### src/rtl/cw305_reg_pkg.sv
`default_nettype none
// ============================================================================
//  Module      : cw305_reg_pkg
//  Description : Shared arbiter state encoding and default parameter values
//                for the CW305 register-bank arbiter.
//  Revision    : 1.0 - initial release
// ============================================================================
package cw305_reg_pkg;

  localparam int c_ADDR_WIDTH   = 21;
  localparam int c_BYTECNT_SIZE = 7;
  localparam int c_GUARD        = 2;
  localparam int c_STARVE_MAX   = 255;

  typedef enum logic [2:0] {
    IDLE  = 3'd0,
    USB   = 3'd1,
    GUARD = 3'd2,
    B_WR  = 3'd3,
    B_RD1 = 3'd4,
    B_RD2 = 3'd5
  } arb_state_e;

  // True for the states in which the internal master owns the bank port.
  function automatic logic is_b_state(arb_state_e s);
    return (s == B_WR) || (s == B_RD1) || (s == B_RD2);
  endfunction

endpackage
`default_nettype wire

### src/rtl/cw305_starve_mon.sv
`default_nettype none
// ============================================================================
//  Module      : cw305_starve_mon
//  Description : Counts consecutive cycles the internal master waits for a
//                grant and raises a sticky starvation flag at the threshold.
//  Revision    : 1.0 - initial release
// ============================================================================
module cw305_starve_mon #(
  parameter int pSTARVE_MAX = 255
) (
  input  logic clk_i,
  input  logic rst_ni,
  input  logic req_i,
  input  logic gnt_i,
  input  logic clr_i,
  output logic flag_o
);

  localparam int            CW    = $clog2(pSTARVE_MAX + 1);
  localparam logic [CW-1:0] c_MAX = CW'(pSTARVE_MAX);

  logic [CW-1:0] cnt_q, cnt_d;
  logic          flag_q, flag_d;

  // Next wait count (saturating) and flag; a set on the same cycle as a clear wins.
  always_comb begin
    cnt_d  = cnt_q;
    flag_d = flag_q;
    if (!req_i || gnt_i) begin
      cnt_d = '0;
    end else if (cnt_q != c_MAX) begin
      cnt_d = cnt_q + CW'(1);
    end
    if (cnt_d == c_MAX) begin
      flag_d = 1'b1;
    end else if (clr_i) begin
      flag_d = 1'b0;
    end
  end

  // Wait counter and sticky flag registers.
  always_ff @(posedge clk_i) begin
    if (!rst_ni) begin
      cnt_q  <= '0;
      flag_q <= 1'b0;
    end else begin
      cnt_q  <= cnt_d;
      flag_q <= flag_d;
    end
  end

  assign flag_o = flag_q;

endmodule
`default_nettype wire

### src/rtl/cw305_reg_arbiter.sv
`default_nettype none
// ============================================================================
//  Module      : cw305_reg_arbiter
//  Description : Shares the CW305 register-bank port between the USB frontend
//                (absolute priority, zero added latency) and an internal
//                single-byte master that is only served while USB is quiet.
//  Revision    : 1.0 - initial release
// ============================================================================
module cw305_reg_arbiter
  import cw305_reg_pkg::*;
#(
  parameter int pADDR_WIDTH   = c_ADDR_WIDTH,
  parameter int pBYTECNT_SIZE = c_BYTECNT_SIZE,
  parameter int pGUARD        = c_GUARD,
  parameter int pSTARVE_MAX   = c_STARVE_MAX
) (
  input  logic                               usb_clk,
  input  logic                               rst_n,
  // USB frontend
  input  logic [pADDR_WIDTH-1:pBYTECNT_SIZE] u_address,
  input  logic [pBYTECNT_SIZE-1:0]           u_bytecnt,
  input  logic [7:0]                         u_datao,
  input  logic                               u_read,
  input  logic                               u_write,
  input  logic                               u_busy_early,
  output logic [7:0]                         u_datai,
  // Internal master
  input  logic                               b_req,
  input  logic                               b_we,
  input  logic [pADDR_WIDTH-1:pBYTECNT_SIZE] b_address,
  input  logic [pBYTECNT_SIZE-1:0]           b_bytecnt,
  input  logic [7:0]                         b_wdata,
  output logic                               b_gnt,
  output logic                               b_rvalid,
  output logic [7:0]                         b_rdata,
  // Register bank
  output logic [pADDR_WIDTH-1:pBYTECNT_SIZE] reg_address,
  output logic [pBYTECNT_SIZE-1:0]           reg_bytecnt,
  output logic [7:0]                         reg_datao,
  output logic                               reg_read,
  output logic                               reg_write,
  input  logic [7:0]                         reg_datai,
  // Starvation status
  output logic                               starve_flag,
  input  logic                               starve_clr
);

  localparam int            GW           = (pGUARD > 1) ? $clog2(pGUARD) : 1;
  localparam logic [GW-1:0] c_GUARD_LOAD = GW'(pGUARD - 1);

  arb_state_e    state_q;
  logic [GW-1:0] guard_q;
  logic          b_rvalid_q;
  logic [7:0]    b_rdata_q;
  logic          usb_act;

  assign usb_act = u_busy_early | u_read | u_write;

  // Arbitration FSM plus the read-return registers for the internal master.
  always_ff @(posedge usb_clk) begin
    if (!rst_n) begin
      state_q    <= IDLE;
      guard_q    <= '0;
      b_rvalid_q <= 1'b0;
      b_rdata_q  <= '0;
    end else begin
      b_rvalid_q <= (state_q == B_RD2);
      if (state_q == B_RD2) begin
        b_rdata_q <= reg_datai;
      end
      case (state_q)
        IDLE: begin
          if (usb_act)          state_q <= USB;
          else if (b_req && b_we) state_q <= B_WR;
          else if (b_req)       state_q <= B_RD1;
        end
        USB: begin
          if (!usb_act) begin
            state_q <= GUARD;
            guard_q <= c_GUARD_LOAD;
          end
        end
        GUARD: begin
          if (usb_act)             state_q <= USB;
          else if (guard_q == '0)  state_q <= IDLE;
          else                     guard_q <= guard_q - GW'(1);
        end
        // A read aborted here leaves b_gnt low, so the master simply retries.
        B_RD1:       state_q <= usb_act ? USB : B_RD2;
        B_WR, B_RD2: state_q <= usb_act ? USB : IDLE;
        default:     state_q <= IDLE;
      endcase
    end
  end

  // Bank-port mux: USB passes straight through unless the master owns the port.
  always_comb begin
    reg_address = u_address;
    reg_bytecnt = u_bytecnt;
    reg_datao   = u_datao;
    reg_read    = u_read;
    reg_write   = u_write;
    b_gnt       = (state_q == B_WR) || (state_q == B_RD2);
    if (is_b_state(state_q)) begin
      reg_address = b_address;
      reg_bytecnt = b_bytecnt;
      reg_datao   = b_wdata;
      reg_read    = (state_q != B_WR);
      reg_write   = (state_q == B_WR);
    end
  end

  assign u_datai  = reg_datai;
  assign b_rvalid = b_rvalid_q;
  assign b_rdata  = b_rdata_q;

  cw305_starve_mon #(
    .pSTARVE_MAX (pSTARVE_MAX)
  ) u_starve_mon (
    .clk_i  (usb_clk),
    .rst_ni (rst_n),
    .req_i  (b_req),
    .gnt_i  (b_gnt),
    .clr_i  (starve_clr),
    .flag_o (starve_flag)
  );

endmodule
`default_nettype wire

### config.mk
export PLATFORM = sky130hd
export DESIGN_NAME = cw305_reg_arbiter
export DESIGN_NICKNAME = d
export VERILOG_FILES = /design/src/rtl/cw305_reg_pkg.sv /design/src/rtl/cw305_starve_mon.sv /design/src/rtl/cw305_reg_arbiter.sv
export SDC_FILE = /design/constraint.sdc
export NUM_CORES = 1
export LEC_CHECK = 0
export CAP_MARGIN = 40
export CORE_ASPECT_RATIO = 0.5
export CORE_MARGIN = 2
export CORE_UTILIZATION = 35
export DETAILED_ROUTE_END_ITERATION = 16
export GPL_TIMING_DRIVEN = 0
export PLACE_DENSITY = 0.87
export SYNTH_ARGS = -nofsm -noshare
export SYNTH_HDL_FRONTEND = slang
export SYNTH_SLANG_ARGS = --single-unit
export TNS_END_PERCENT = 20
### constraint.sdc
create_clock -name usb_clk -period 3.36 [get_ports usb_clk]
set_clock_uncertainty 0.15 [all_clocks]
set_input_delay 0.672 -clock usb_clk [delete_from_list [all_inputs] [get_ports usb_clk]]
set_output_delay 0.672 -clock usb_clk [all_outputs]
set_load 0.005 [all_outputs]
==> flow_summary.json, run 1 <==
{
  "status": "completed",
  "worstPathCellList": "buf_4, nand2_1, mux2i_1, buf_4, buf_8, mux2_4, clkdlybuf4s50_1",
  "final_cell_mix": "123 x clkdlybuf4s50_1, 22 x dfxtp_1, 20 x nor2_1",
  "dp_hpwl_mm": 4.18,
  "drcViolationCount": 0,
  "slowest_delay_ps": 440,
  "path_max_fanout": 10,
  "grt_max_degree": 12,
  "dieHeight_um": 50.0,
  "fmax_mhz": 343,
  "slew_violations": 0,
  "setup_viol": 0,
  "place_inst": 338,
  "cts_made_buffers": 3,
  "setup_tns_ps": 0,
  "synth_nets": 236,
  "clock_latency_ps": 250,
  "ys_async_sr_fraction": 0,
  "seq_area_frac_synth": 0.297,
  "clock-root-buffer": "clkbuf_8",
  "required_ps": 2540,
  "num_vias": 1645,
  "cts_htree_levels": 1,
  "met2_usage": 0.383,
  "synth-main-ff-cell": "dfxtp_1",
  "antenna_found_initial": 0,
  "hold_viol_final": 0,
  "powerDensity_nw_per_um2": 225,
  "synth_area_um2": 1480,
  "synth_warnings": 0,
  "pin_count": 124,
  "grtUsageMet3": 0.0291,
  "initial_core_util": 0.372,
  "busiest_layer": "met2",
  "tritoncts": "yes",
  "ir_worst_vdd_mv": 0.292,
  "cts_sinks": 22,
  "max_slew_margin": 0.642,
  "synth_edf_count": 0,
  "grt.total_usage": 0.200,
  "layout_min_cycle_time_ps": 2910,
  "worstSetupEndpointType": "output pin",
  "die_x_um": 96.0,
  "core_um2": 3980,
  "port-buffer-count": 123,
  "use_met1": 0.236,
  "place_congestion": 0.906,
  "crit_buf_inv": 4,
  "ys_types": 36,
  "cp_slowest_cell": "clkdlybuf4s50_1",
  "num_rows": 16,
  "first_pass_iters": 4,
  "wl_per_cell_um": 14.5,
  "cts_max_path_buffers": 2,
  "startpoint_type": "flop",
  "nets": 364,
  "place_ws_ps": 580,
  "cts_setup_buffers": 0,
  "ctsResizeCount": 0,
  "setup_slack_ps": 445,
  "arrival_ps": 2090,
  "synthCells": 161,
  "diodes": 0,
  "drive_gt1_frac": 0.174,
  "syn2layout_area_growth_pct": 90.4,
  "cts.reportedPaths.clkPinSlew_ps": 70,
  "final_cells": 341,
  "wl_mm": 4.96,
  "grt_overflow_total": 0,
  "syn_area_per_cell_um2": 9.21,
  "cp_top_family": "buffers and inverters",
  "cts_hold_buf": 0,
  "rsz0062_at_grt": "no",
  "drt.antenna.violating_nets": 0,
  "layout_commonest_cell": "clkdlybuf4s50_1",
  "leakagePower_uw": 0.00115,
  "grt_pass1_vias": 1537,
  "worst_pin_slew_ps": 531,
  "viasPerCell": 4.82,
  "drv_cap": 0,
  "crit_path_frequent_cell": "buf_4",
  "ys_ff_latch": 22,
  "die-area_um2": 4800,
  "critical_path_class": "flop to output pin",
  "hold_class": "flop to flop",
  "drt_iter0_markers": 63,
  "finalCritPeriodShare": 0.867,
  "grt_pass1_wl_mm": 7.47
}
==> worst paths after layout <==
kind                              start             endpoint  slack (ps)  cells past startpoint
setup reg to reg  u_starve_mon.cnt_q[0]  u_starve_mon.flag_o        1680                      5
hold / removal                  guard_q              guard_q         330                      2
setup / recovery             state_q[0]      reg_address[17]         450                      7
hold reg to reg                 guard_q              guard_q         330                      2
==> worst min-delay path, cell delays in order (launching register included) <==
cell     delay (ps)
dfxtp_1         330
nand2_1          60
a21oi_1          50
==> kinds of logic (layout without fill, tap and decap cells) <==
group,Yosys count,count (layout),share of synthesized area
AND/OR/NAND/NOR,49,49,0.159
buffers and inverters,20,146,0.0937
AO/OA/AOI/OAI,26,26,0.105
XOR/XNOR,4,4,0.0236
adder cells (fa/ha/maj),1,1,0.00844
multiplexers,39,39,0.313
flip-flops,22,22,0.297
==> synth_stat cells (3+ instances only) <==
library cell | number | share of area
mux2i_1 | 10 | 0.068
nor2_1 | 20 | 0.051
nand2_1 | 9 | 0.023
nand3_1 | 3 | 0.010
and3_1 | 5 | 0.021
o21ai_0 | 7 | 0.024
a21oi_1 | 9 | 0.030
mux2_4 | 10 | 0.10
buf_4 | 10 | 0.051
dfxtp_1 | 22 | 0.30
xor2_1 | 3 | 0.018
mux2_2 | 19 | 0.14
buf_2 | 4 | 0.014
==> where the power goes <==
group / internal, uW / leakage [uW] / switching (uW)
Combinational: 158 / 0.000953 / 55.0
Clock: 79.7 / 0.0000216 / 75.5
Sequential: 264 / 0.000178 / 2.85
==> state kept, by name, indices dropped and copies added, names as in the netlist <==
name / count
b_rdata: 8
b_rvalid: 1
guard_q: 1
state_q: 3
u_starve_mon.cnt_q: 8
u_starve_mon.flag_o: 1
==> stage by stage <==
stage | total power, uW | area (um^2) | hold slack, ps | utilization
finish | 635 | 2820 | 333 | 0.709
global route | 671 | 2820 | 369 | 0.709
CTS | 644 | 2820 | 340 | 0.709
detailed placement | 487 | 2780 | 323 | 0.698
global placement | 481 | 2780 | 302 | 0.698
floorplan | 333 | 1480 | 292 | -
==> metal layers <==
metal	up-vias	part of all wire
met5	-	0
met4	0	0.013
met3	6	0.064
met2	49	0.53
met1	762	0.39
li1	828	-
==> final cells by class <==
class	instances	area (um^2)
buffer	18	131
clock buffer	3	41.3
fill	297	1160
inverter	2	7.51
multi-input combinational	119	903
sequential	22	440
tap	54	67.6
timing repair buffer	123	1230
(Power assumes the default switching activity.)
==> run 2: changes to the inputs <==
- CORE_UTILIZATION: 35 -> 36
- SYNTH_HIERARCHICAL: default -> 1
==> flow_summary.json, run 2 <==
{
  "num_rows": 16,
  "hold_path_end": "b_rdata[6]",
  "setup_tns_ps": 0,
  "cts_hold_buf": 0,
  "tritoncts": "yes",
  "grt_pass1_vias": 1789,
  "grt.total_usage": 0.223,
  "synth_top_area_cell": "dfxtp_1",
  "dieHeight_um": 50.6,
  "grt_max_degree": 12,
  "pwr-share-comb": 0.373,
  "antenna_found_initial": 0,
  "leakagePower_uw": 0.00107,
  "cts_htree_levels": 1,
  "yosysMostFrequentCell": "nand2_1",
  "fin_util": 0.721,
  "synth_warnings": 6,
  "p_total_uw": 684,
  "cts_setup_buffers": 0,
  "seqPwrFrac": 0.394,
  "drv_cap": 0,
  "synthTopCellsByArea": "dfxtp_1 28%, mux2_2 14%, mux2_4 9.6%, nand2_1 5.5%, a21boi_0 4.3%",
  "drcViolationCount": 0,
  "grt_overflow_total": 0,
  "crit_path_frequent_cell": "buf_6",
  "whs_path_depth": 2,
  "cp_top_family": "buffers and inverters",
  "pin_count": 124,
  "powerDensity_nw_per_um2": 236,
  "wl_mm": 5.57,
  "arrival_ps": 2220,
  "nets": 382,
  "rr_worst_depth": 7,
  "worstPathCellList": "buf_2, nor2b_4, a21o_1, buf_6, buf_6, mux2_4, clkdlybuf4s50_1",
  "place_congestion": 0.855,
  "hold_viol_final": 0,
  "timing.rr.start": "state_q[0]",
  "port-buffer-count": 123,
  "hp-start": "b_rdata[6]",
  "ys_types": 39,
  "num_vias": 1778,
  "die-area_um2": 4910,
  "layout_min_cycle_time_ps": 3040,
  "cp_slowest_cell": "clkdlybuf4s50_1",
  "dp_hpwl_mm": 4.63,
  "cts_max_path_buffers": 2,
  "pwr-share-clk": 0.233,
  "first_pass_iters": 7,
  "clock_latency_ps": 260,
  "diodes": 0,
  "holdWs_ps": 315,
  "cts.reportedPaths.clkPinSlew_ps": 70,
  "status": "completed",
  "wl_per_cell_um": 15.5,
  "synthTopCellsByCount": "23 x nand2_1, 22 x dfxtp_1, 19 x mux2_2",
  "rsz0062_at_grt": "no",
  "rr_endpoint": "u_starve_mon/flag_o",
  "seq_area_frac_synth": 0.282,
  "worst_pin_slew_ps": 503,
  "core_um2": 4020,
  "yosysTopAreaCellShare": 0.282,
  "ys_ff_latch": 22,
  "grt_pass1_wl_mm": 8.80,
  "drive_gt1_frac": 0.164,
  "die_x_um": 97.1,
  "syn2layout_area_growth_pct": 85.9,
  "regToRegSetupSlack_ps": 1150,
  "final_cell_mix": "123 x clkdlybuf4s50_1, 23 x nand2_1, 22 x dfxtp_1",
  "setup_viol": 0,
  "synth_area_um2": 1560,
  "worstSetupEndpointType": "output pin",
  "viasPerCell": 4.95,
  "synth-main-ff-cell": "dfxtp_1",
  "startpoint_type": "flop",
  "synthCells": 179,
  "slew_violations": 0,
  "drt.antenna.violating_nets": 0,
  "critical_path_class": "flop to output pin",
  "cts_sinks": 22,
  "synth_edf_count": 0,
  "synth_nets": 254,
  "swShare": 0.231,
  "ir_worst_vdd_mv": 0.171,
  "layout_commonest_cell": "clkdlybuf4s50_1",
  "p_sw_uw": 158,
  "crit_buf_inv": 4,
  "fmax_mhz": 329,
  "path_max_fanout": 10,
  "clock-root-buffer": "clkbuf_8",
  "slowest_delay_ps": 470,
  "drt_iter0_markers": 48,
  "p_int_uw": 526,
  "ys_async_sr_fraction": 0,
  "max_slew_margin": 0.660,
  "cts_made_buffers": 3,
  "hold_class": "flop to flop",
  "ctsResizeCount": 0,
  "syn_area_per_cell_um2": 8.72,
  "initial_core_util": 0.388,
  "finalCritPeriodShare": 0.906,
  "required_ps": 2540
}
==> run 2: cell types whose count changed after synthesis, moves of 3 or more <==
cell | previous run | this run
xor2_1 | 3 | 0
a21boi_0 | 0 | 9
mux2i_1 | 10 | 2
o21ai_0 | 7 | 4
nand2_1 | 9 | 23
nor2_1 | 20 | 11
clkbuf_1 | 0 | 4
nand3_1 | 3 | 12
nor3_1 | 2 | 6
==> run 2: worst min-delay path: stages, from the launching register on <==
cell      delay, ps
dfxtp_1         310
nand2_1          50
a21boi_0         60
==> run 2: worst max path at each step <==
stage / startpoint / to / slack (ps) / depth (start not counted)
6_report: state_q[2] / reg_address[15] / 320 / 7
5_1_grt: state_q[2] / reg_address[10] / 210 / 7
4_1_cts: state_q[2] / reg_address[10] / 310 / 7
3_5_place_dp: u_write / reg_write / 590 / 4
3_3_place_gp: u_write / reg_write / 630 / 4
2_1_floorplan: state_q[2] / reg_address[10] / 1200 / 6
==> run 2: layout make-up <==
type                            instances  area [um^2]
Multi-Input combinational cell        135          980
Sequential cell                        22          440
Buffer                                 19          129
Fill cell                             307         1120
Inverter                                3         11.3
Timing Repair Buffer                  123         1230
Clock buffer                            3         41.3
Tap cell                               54         67.6
==> run 2: power groups by stage <==
stage               clock network (uW)  logic (uW)  registers, uW
finish                             160         255            269
global route                       174         271            270
CTS                                161         256            269
detailed placement                   0         255            275
global placement                     0         248            275
floorplan                            0        85.1            274
==> run 2: metrics by stage <==
stage | instance area, um^2 | std cells | setup WS (ps)
floorplan | 1560 | 179 | 1200
global placement | 2860 | 356 | 627
detailed placement | 2860 | 356 | 589
CTS | 2900 | 359 | 315
global route | 2900 | 359 | 207
finish | 2900 | 359 | 316
==> run 2: metal layers <==
metal	wire, um	global-route usage	vias up
li1	-	-	889
met1	2120	0.240	828
met2	3100	0.449	51
met3	249	0.0432	10
met4	99	0.0657	0
met5	0	0	-
==> run 2: cell families after synthesis <==
kind of cell	after synthesis	share of synthesized area
AO/OA/AOI/OAI	33	0.144
XOR/XNOR	2	0.0112
adder cells (fa/ha/maj)	1	0.00802
buffers and inverters	22	0.0898
flip-flops	22	0.282
multiplexers	31	0.246
AND/OR/NAND/NOR	68	0.219
==> run 3: changes to the inputs <==
- CORE_UTILIZATION: 36 -> 33
- PLACE_DENSITY: 0.87 -> 0.8
- clock period: 3.36 -> 2.85 ns (I/O delays scaled with it)
==> flow_summary.json, run 3 (synthesized netlist as in run 2, its figures left out) <==
{
  "status": "completed",
  "tritoncts": "yes",
  "wl_per_cell_um": 15.8,
  "pwr-share-comb": 0.376,
  "antenna_found_initial": 0,
  "hold_viol_final": 0,
  "layout_commonest_cell": "clkdlybuf4s50_1",
  "viasPerCell": 4.95,
  "p_sw_uw": 192,
  "max_slew_margin": 0.696,
  "num_vias": 1798,
  "die_x_um": 101,
  "final-seq-area_um2": 443,
  "cts_sinks": 22,
  "clock-root-buffer": "clkbuf_8",
  "startpoint_type": "flop",
  "drv_cap": 0,
  "swShare": 0.235,
  "worst_pin_slew_ps": 450,
  "timing.rr.start": "u_starve_mon/cnt_q[0]",
  "fmax_mhz": 359,
  "die-area_um2": 5330,
  "cts_made_buffers": 3,
  "first_pass_iters": 4,
  "fillers": 384,
  "syn2layout_area_growth_pct": 88.9,
  "slew_violations": 0,
  "hold_class": "flop to flop",
  "p_int_uw": 624,
  "required_ps": 2130,
  "dieHeight_um": 52.6,
  "layout_min_cycle_time_ps": 2780,
  "initial_core_util": 0.349,
  "seqPwrFrac": 0.390,
  "drive_gt1_frac": 0.176,
  "num_rows": 17,
  "grt_pass1_wl_mm": 8.36,
  "finalCritPeriodShare": 0.977,
  "grt_overflow_total": 0,
  "leakagePower_uw": 0.00110,
  "core_um2": 4470,
  "cts_max_path_buffers": 2,
  "setup_viol": 0,
  "arrival_ps": 2060,
  "grt_max_degree": 12,
  "holdWs_ps": 318,
  "cts_htree_levels": 1,
  "nets": 383,
  "cts.reportedPaths.clkPinSlew_ps": 80,
  "crit_start": "state_q[2]",
  "clock_latency_ps": 260,
  "pwr-share-clk": 0.235,
  "grt_pass1_vias": 1719,
  "dp_hpwl_mm": 4.75,
  "grt.total_usage": 0.202,
  "hp-start": "b_rdata[1]",
  "pin_count": 124,
  "cts_hold_buf": 0,
  "port-buffer-count": 123,
  "final_cell_mix": "121 x clkdlybuf4s50_1, 23 x nand2_1, 20 x dfxtp_1",
  "path_max_fanout": 10,
  "critical_path_class": "flop to output pin",
  "wl_mm": 5.75,
  "p_total_uw": 816,
  "powerDensity_nw_per_um2": 277,
  "multiInputGateArea_um2": 980,
  "diodes": 0,
  "drt.antenna.violating_nets": 0,
  "worstSetupEndpointType": "output pin",
  "place_congestion": 0.830,
  "drt_iter0_markers": 68,
  "ir_worst_vdd_mv": 0.195,
  "drcViolationCount": 0
}
==> run 3: power groups by stage <==
stage / Clock (uW) / Combinational, uW / Sequential [uW]
global route: 205 / 325 / 318
floorplan: 0 / 100 / 324
global placement: 0 / 295 / 324
detailed placement: 0 / 302 / 325
CTS: 194 / 305 / 318
finish: 192 / 307 / 318
==> run 3: critical path, cell delays in order (launching register included) <==
cell,delay (ps)
dfxtp_2,330
and2b_1,220
a21o_1,220
buf_6,130
buf_12,140
mux2_4,290
clkdlybuf4s50_1,460
==> run 3: per-layer routing <==
layer,track usage,up-vias,part of all wire
met5,0,-,0
met4,0.0495,0,0.020
met3,0.0400,12,0.041
met2,0.387,50,0.55
met1,0.233,845,0.38
li1,-,891,-
==> run 3: final timing paths <==
kind	end	slack [ps]	cells past startpoint
min reg2reg	b_rdata[1]	320	2
min	b_rdata[1]	320	2
max	reg_address[15]	70	6
max reg2reg	u_starve_mon/flag_o	730	6
==> run 3: final cells by class <==
class                           instances  area share
Timing Repair Buffer                  124       0.425
Multi-Input combinational cell        135       0.332
Sequential cell                        22       0.150
Buffer                                 19      0.0501
Tap cell                               57      0.0242
Clock buffer                            3      0.0140
Inverter                                3     0.00382
==> run 3: per-stage QoR <==
stage	cells	utilization	instance area, um^2	TNS [ps]	setup slack, ps
6_report	363	0.660	2950	0	66.5
2_1_floorplan	179	-	1560	0	796
5_1_grt	363	0.660	2950	-16.7	-6.58
3_5_place_dp	359	0.641	2860	0	220
3_3_place_gp	359	0.641	2860	0	228
4_1_cts	362	0.653	2920	0	11.7
==> run 3: timing repair <==
action	4_1_cts	5_1_grt
resized for setup	5	7
endpoints found under the setup margin	20	20
setup buffers	0	1
cloned	0	0
